<file path="src/rtl/fib_pkg.sv">
// Shared definitions for the Fibonacci-chain unwinder: state encoding and
// default operand width / step count.
package fib_pkg;

  typedef enum logic [1:0] {
    ST_IDLE = 2'd0,
    ST_RUN  = 2'd1,
    ST_DONE = 2'd2
  } fib_state_t;

  localparam int DEF_WIDTH = 32;
  localparam int DEF_STEPS = 4;

endpackage

</file>
<file path="src/rtl/fib_unwind_step.sv">
// One backward step of the add chain: from (x(n+1), x(n)) produce
// (x(n), x(n-1)) where x(n-1) = x(n+1) - x(n), modulo 2^WIDTH.
module unwind_step #(
  parameter int WIDTH = 32
) (
  input  logic [WIDTH-1:0] hi,
  input  logic [WIDTH-1:0] lo,
  output logic [WIDTH-1:0] next_hi,
  output logic [WIDTH-1:0] next_lo
);

  assign next_hi = lo;
  assign next_lo = hi - lo;

endmodule

</file>
<file path="src/rtl/fib_unwind.sv">
// Iterative inverse of the forward add chain: given the last two terms it
// walks back STEPS times through one shared subtractor to recover the seeds.
module fib_unwind
  import fib_pkg::*;
#(
  parameter int WIDTH = DEF_WIDTH,
  parameter int STEPS = DEF_STEPS
) (
  input  logic             clk,
  input  logic             reset,
  input  logic             start,
  input  logic [WIDTH-1:0] hi,
  input  logic [WIDTH-1:0] lo,
  output logic             ready,
  output logic             busy,
  output logic             done,
  output logic [WIDTH-1:0] seed_a,
  output logic [WIDTH-1:0] seed_b
);

  // Handshake: start is taken on a rising edge only while ready=1 (IDLE or
  // DONE); hi/lo are captured on that edge only. done is a one-cycle pulse and
  // seed_a/seed_b stay valid from it until the next DONE entry or reset.

  localparam int CW = (STEPS > 0) ? $clog2(STEPS + 1) : 1;

  fib_state_t       state_q, state_d;
  logic [CW-1:0]    cnt_q;
  logic [WIDTH-1:0] hi_r, lo_r;
  logic [WIDTH-1:0] step_hi, step_lo;
  logic             accept;
  logic             last_step;

  unwind_step #(.WIDTH(WIDTH)) u_step (
    .hi      (hi_r),
    .lo      (lo_r),
    .next_hi (step_hi),
    .next_lo (step_lo)
  );

  assign accept    = start && (state_q != ST_RUN);
  assign last_step = (state_q == ST_RUN) && (cnt_q == CW'(1));

  always_comb begin
    state_d = state_q;
    case (state_q)
      ST_IDLE, ST_DONE: begin
        if (start) state_d = (STEPS == 0) ? ST_DONE : ST_RUN;
        else       state_d = ST_IDLE;
      end
      ST_RUN: begin
        if (cnt_q == CW'(1)) state_d = ST_DONE;
      end
      default: state_d = ST_IDLE;
    endcase
  end

  always_ff @(posedge clk) begin
    if (reset) state_q <= ST_IDLE;
    else       state_q <= state_d;
  end

  always_ff @(posedge clk) begin
    if (reset) begin
      hi_r   <= '0;
      lo_r   <= '0;
      cnt_q  <= '0;
      seed_a <= '0;
      seed_b <= '0;
    end else if (accept) begin
      hi_r  <= hi;
      lo_r  <= lo;
      cnt_q <= CW'(STEPS);
      // With zero steps the operands already are the seeds.
      if (STEPS == 0) begin
        seed_b <= hi;
        seed_a <= lo;
      end
    end else if (state_q == ST_RUN) begin
      hi_r  <= step_hi;
      lo_r  <= step_lo;
      cnt_q <= cnt_q - CW'(1);
      if (last_step) begin
        seed_b <= step_hi;
        seed_a <= step_lo;
      end
    end
  end

  assign ready = (state_q != ST_RUN);
  assign busy  = (state_q == ST_RUN);
  assign done  = (state_q == ST_DONE);

endmodule

</file>
<file path="config.mk">
export PLATFORM = sky130hd
export DESIGN_NAME = fib_unwind
export DESIGN_NICKNAME = d
export VERILOG_FILES = /design/src/rtl/fib_pkg.sv /design/src/rtl/fib_unwind_step.sv /design/src/rtl/fib_unwind.sv
export SDC_FILE = /design/constraint.sdc
export NUM_CORES = 1
export LEC_CHECK = 0
export CORE_MARGIN = 2
export CORE_UTILIZATION = 58
export DETAILED_ROUTE_END_ITERATION = 7
export GPL_ROUTABILITY_DRIVEN = 0
export PLACE_DENSITY_LB_ADDON = 0.3
export SYNTH_ARGS = -nofsm -noshare
export SYNTH_HDL_FRONTEND = slang
export SYNTH_HIERARCHICAL = 1
export SYNTH_SLANG_ARGS = --single-unit
</file>
<file path="constraint.sdc">
create_clock -name clk -period 8.65 [get_ports clk]
set_clock_uncertainty 0.1 [all_clocks]
set_input_delay 2.1625 -clock clk [delete_from_list [all_inputs] [get_ports clk]]
set_output_delay 2.1625 -clock clk [all_outputs]
set_load 0.05 [all_outputs]
</file>
# ---- Yosys cells after proc, flatten, opt, wreduce, memory -nomap -nowiden
# Index checks and enable logic that the tools add are counted.
dict set report op_classes {
  n_addsub 2
  n_bitwise 1
  eq_ne 5
  mux 9
  reduce_logical 7
}
# op n
set op_table {}
lappend op_table {{$mux W32} 4}
lappend op_table {{$sub A32 B32 Y32} 1}
lappend op_table {{$mux W3} 2}
lappend op_table {{$ne A2 B1 Y1 const B} 2}
lappend op_table {{$pmux W2 S2} 1}
lappend op_table {{$reduce_or A2 Y1} 2}
lappend op_table {{$eq A3 B1 Y1 const B} 1}
lappend op_table {{$reduce_and A3 Y1} 1}
lappend op_table {{$sub A3 B1 Y3 const B} 1}
lappend op_table {{$eq A2 B1 Y1 const B} 1}
lappend op_table {{$eq A2 B2 Y1 const B} 1}
lappend op_table {{$logic_and A1 B1 Y1} 2}
lappend op_table {{$logic_not A2 Y1} 1}
lappend op_table {{$mux W2} 1}
lappend op_table {{$reduce_bool A2 Y1} 1}
lappend op_table {{$mux W1} 1}
lappend op_table {{$not A1 Y1} 1}
dict set report word_totals {
  output_inout_bits 67
  inputBits 67
  regBits 133
}

# ---- Depth between registers and ports, before layout
dict set report depth {
  depth_word 4
  mapped_depth 13
  ltp_nobuf 13
}

# ---- Cells and area by module
# Netlist, hierarchy kept.
# module area_per_inst_um2 cells_per_inst n_inst seq_area_each_um2
set by_module_without_submodules {}
lappend by_module_without_submodules {fib_unwind 5554.1 593 1 2662.6}
lappend by_module_without_submodules {unwind_step 2055.7 297 1 0.0}

# ---- Worst setup path before layout
# OpenSTA, ideal clock, no wires.
dict set report synth_path {
  path_type {reg2out}
  start {register state_q[0]}
  end {output ready}
  arrival_time_ps 1108
  slack_ps 5280
  stages_incl_launch_ff 6
  path_cell_list {dfxtp_1 > nor2b_1 > buf_4 > inv_2 > buf_6 > buf_4}
}
dict set report synth_via {
  elab_chain_cells 1
}
# item line
set synth_rtl {}
lappend synth_rtl {{from (decl)} fib_unwind.sv:27} ;# fib_state_t state_q, state_d;
lappend synth_rtl {{from (signal assigned)} fib_unwind.sv:60} ;# else state_q <= state_d;
lappend synth_rtl {{$ne A2 B1 Y1} fib_unwind.sv:90} ;# assign ready = (state_q != ST_RUN);
lappend synth_rtl {{to (decl)} fib_unwind.sv:14} ;# output logic ready,
# No other way between the ends.

# ---- Final worst setup path
# Same ends and word-level chain as after synthesis.

==> Flow_metrics.wiki <==
{| class="wikitable"
! Metric !! Value
|-
| Outcome || finished clean
|-
| Ratio of cells with drive above 1 in the final layout || 0.1139
|-
| Initial antenna violation count || 0
|-
| Critical path class || reg2out
|-
| Warnings, synthesis || 6
|-
| Clock root buffer || sky130_fd_sc_hd__clkbuf_16
|-
| Start point of the worst hold path || seed_b[22]$_SDFFE_PP0P_
|-
| Worst setup startpoint || state_q[0]$_SDFFE_PP0P_
|-
| Reg-to-reg startpoint || hi_r[0]$_SDFFE_PP0P_
|-
| Critical path arrival || 2.68 ns
|-
| Synth-to-Final Area Change || 20.75%
|-
| Clock Pin Slew Worst Setup and Hold Paths || 0.05 ns
|-
| Per-instance average area after synthesis || 8.550 µm²
|-
| Die boundary height || 118.5 µm
|-
| Setup violation total in the final timing report || 0
|-
| Register bit total from synthesis || ~130
|-
| Internal power consumption || 1.344 mW
|-
| Number of cells on the worst hold path || 2
|-
| Post-CTS setup buffer count || 0
|-
| Number of nets with antenna violations after routing || 0
|-
| Largest cells by area after synthesis || sky130_fd_sc_hd__dfxtp_1 (35%), sky130_fd_sc_hd__a211oi_2 (9.9%), sky130_fd_sc_hd__mux2i_1 (8.4%), sky130_fd_sc_hd__nand2_1 (7.2%), sky130_fd_sc_hd__a21oi_1 (6.3%)
|-
| CTS buffer count || 17
|-
| Die outline area || around 0.014 mm²
|-
| I/O pins || 134
|-
| Clock power frac || 0.333
|-
| Critical Path RT || 6.39 ns
|-
| Number of nets in the finished design || 1059
|-
| Largest voltage drop on the vdd net || approximately 0.14 mV
|-
| Worst slew margin || 0.3261
|-
| Leakage power figure || about 3.6 nW
|-
| Maximum clock insertion buffer count || 2
|-
| Psw || 0.6512 mW
|-
| Hold-critical path endpoint || seed_b[22]$_SDFFE_PP0P_
|-
| Overall via count from detail_route || 6303
|-
| Overflow after GRT || 0
|-
| Detail-routed net length per standard cell || around 15 µm
|-
| Final Core Density || 0.7223
|-
| Clock tree from TritonCTS || yes
|-
| Unrepaired setup endpoints after global routing || no
|-
| Clk sinks || 133
|-
| Cts repair resizes || 0
|-
| Number of detailed-route iterations in the first pass || 6
|-
| Global-route wire length before repair || 28.24 mm
|-
| Count of standard-cell rows || a little over 40
|-
| Pin count of the biggest net entering global routing || 82
|-
| Core area || 0.01272 mm²
|-
| Final critical delay including setup and external delays || 4.940 ns
|-
| Max H-tree Level || 4
|-
| Final wirelength || 17.26 mm
|-
| Combinational share of power || 0.318
|-
| Drc violations || 0
|-
| Worst hold path type || reg2reg
|-
| Most frequent cells after synthesis || sky130_fd_sc_hd__nand2_1 (146), sky130_fd_sc_hd__dfxtp_1 (133), sky130_fd_sc_hd__a21oi_1 (96)
|-
| Peak Freq || around 200 MHz
|-
| Final period utilization || 0.5711
|-
| Gr usage total || 0.2457
|-
| Worst-Margin Slew || 1.009 ns
|-
| Number of hold violations in the final report || 0
|-
| Cell Area, Synth || between 0.007 and 0.008 mm²
|-
| Worst Reg-to-Reg Cells || 13
|-
| Register cell area after layout || 0.002663 mm²
|-
| Power density over the cells || 217.2 mW/mm²
|-
| Detailed placer's ending HPWL || between 10 and 15 mm
|-
| Seq/Total Area, Yosys || 0.3499
|-
| Worst-case register-to-register setup slack || 5.25 ns
|-
| End of the worst register-to-register path || lo_r[30]$_SDFFE_PP0P_
|-
| Top-area cell type share of the netlist area || 0.3499
|-
| Pins Over Slew Limit || 0
|-
| Starting Density || 0.5982
|-
| Number of buffers added to fix hold violations after cts || 0
|-
| Vias per cell || 5.539
|-
| Async set-or-reset flop fraction in the synthesized netlist || 0
|-
| I/O Buffers || 133
|-
| Worst Path Max Fanout || 50
|-
| Antenna diode instance count || 0
|-
| Vias in the first global route || 5761
|-
| Category of the worst setup path launch point || flop
|-
| Setup tns final || 0 ns
|-
| Clk_lat worst skew || 0.41 ns
|-
| Area of the multi-input gates || 0.004262 mm²
|-
| Post-synthesis net count || between 900 and 1000
|-
| Number of distinct standard cells referenced by the synthesized netlist || 57
|-
| Number of synthesized flops with an enable pin || 0
|-
| Number of fill cells || slightly above 1000
|-
| Leading register cell type out of synthesis || sky130_fd_sc_hd__dfxtp_1
|-
| Horizontal die dimension || 118.5 µm
|-
| Part of the total power dissipated in sequential elements || 0.349
|-
| Number of max-cap violations || 0
|-
| Number of standard cells after synthesis || 890
|-
| Library cell with the highest instance count after synthesis || sky130_fd_sc_hd__nand2_1
|-
| Synth area leader || sky130_fd_sc_hd__dfxtp_1
|-
| Element type at the critical path end || primary output
|-
| Iteration-0 DRC Markers || 347
|-
| Sw Ratio || 0.3263
|}
## sequential cells by signal (all words and copies together) (netlist names)
| name | cells |
|---|---|
| seed_a | 32 |
| lo_r | 32 |
| cnt_q | 3 |
| hi_r | 32 |
| state_q | 2 |
| seed_b | 32 |
## power by group through the flow
stage                     Clock (mW)  Sequential [mW]  Combinational (mW)
after floorplan                    0            0.712               0.510
after global placement             0            0.707               0.615
after detailed placement           0            0.708               0.622
after CTS                      0.673            0.696               0.630
after global routing           0.702            0.702               0.697
final                          0.664            0.697               0.635
## cell type report
| type | count | area share |
|---|---|---|
| Clock buffer | 22 | 0.05270 |
| Clock inverter | 5 | 0.005719 |
| Inverter | 41 | 0.01702 |
| Multi-Input combinational cell | 628 | 0.4638 |
| Sequential cell | 133 | 0.2898 |
| Tap cell | 172 | 0.02342 |
| Timing Repair Buffer | 137 | 0.1476 |
## layout by cell type, fill, tap and decap left out, types with 2 or more instances in the layout
cell / netlist / routed
sky130_fd_sc_hd__a211oi_1: 7 / 7
sky130_fd_sc_hd__a211oi_2: 60 / 60
sky130_fd_sc_hd__a21boi_0: 3 / 3
sky130_fd_sc_hd__a21o_1: 15 / 15
sky130_fd_sc_hd__a21o_2: 4 / 4
sky130_fd_sc_hd__a21oi_1: 96 / 96
sky130_fd_sc_hd__a31oi_1: 3 / 3
sky130_fd_sc_hd__and2_1: 2 / 2
sky130_fd_sc_hd__and2_2: 2 / 2
sky130_fd_sc_hd__and3_1: 3 / 3
sky130_fd_sc_hd__buf_4: 47 / 6
sky130_fd_sc_hd__clkbuf_16: 0 / 17
sky130_fd_sc_hd__clkbuf_8: 0 / 4
sky130_fd_sc_hd__clkdlybuf4s50_1: 0 / 131
sky130_fd_sc_hd__clkinv_2: 0 / 3
sky130_fd_sc_hd__dfxtp_1: 133 / 133
sky130_fd_sc_hd__ha_1: 33 / 33
sky130_fd_sc_hd__inv_1: 40 / 40
sky130_fd_sc_hd__mux2i_1: 64 / 64
sky130_fd_sc_hd__nand2_1: 146 / 146
sky130_fd_sc_hd__nand2b_1: 4 / 4
sky130_fd_sc_hd__nand3_1: 4 / 4
sky130_fd_sc_hd__nand4_1: 5 / 5
sky130_fd_sc_hd__nor2_1: 88 / 88
sky130_fd_sc_hd__nor2b_1: 6 / 6
sky130_fd_sc_hd__nor3_1: 5 / 5
sky130_fd_sc_hd__o2111ai_1: 2 / 2
sky130_fd_sc_hd__o211ai_1: 3 / 3
sky130_fd_sc_hd__o21a_1: 5 / 5
sky130_fd_sc_hd__o21ai_0: 13 / 13
sky130_fd_sc_hd__o21bai_1: 2 / 2
sky130_fd_sc_hd__or2b_2: 2 / 2
sky130_fd_sc_hd__or3_1: 2 / 2
sky130_fd_sc_hd__xnor2_1: 21 / 21
sky130_fd_sc_hd__xor2_1: 8 / 8
## metal layers
metal | wire length [µm] | GRT usage | up-vias
met5 | 0 | 0.01471 | -
met4 | 241 | 0.09003 | 0
met3 | 872 | 0.05502 | 18
met2 | 8098 | 0.3858 | 172
met1 | 8044 | 0.3291 | 2936
li1 | - | - | 3177
## stage by stage
stage	cell area, µm²	hold WS (ns)	instances	setup WS [ns]	total power, mW
floorplan	7610	0.4134	890	5.280	1.222
global placement	8652	0.3431	1111	4.315	1.322
detailed placement	8652	0.3478	1111	4.220	1.330
CTS	9189	0.3550	1138	3.733	1.999
global route	9189	0.3705	1138	3.623	2.101
finish	9189	0.3525	1138	3.710	1.995
## how the worst max path moves through the flow
stage | to | slack, ns | depth (start not counted)
floorplan | ready | 5.28 | 5
global placement | ready | 4.31 | 3
detailed placement | ready | 4.22 | 3
CTS | ready | 3.73 | 3
global route | ready | 3.62 | 3
finish | ready | 3.71 | 3
## worst max-delay path: stages (launching register included)
cell and delay (ns):
sky130_fd_sc_hd__dfxtp_1 0.41, sky130_fd_sc_hd__nor2b_1 0.57, sky130_fd_sc_hd__inv_4 0.40, sky130_fd_sc_hd__clkdlybuf4s50_1 0.83
## cells by family after synthesis
group	share of synthesized area
flip-flops	0.3499
multiplexers	0.08418
AND/OR/NAND/NOR	0.1509
AO/OA/AOI/OAI	0.2325
adder cells (fa/ha/maj)	0.05689
XOR/XNOR	0.03338
buffers and inverters	0.09224
Note: power is estimated with default switching activity, not from simulation.
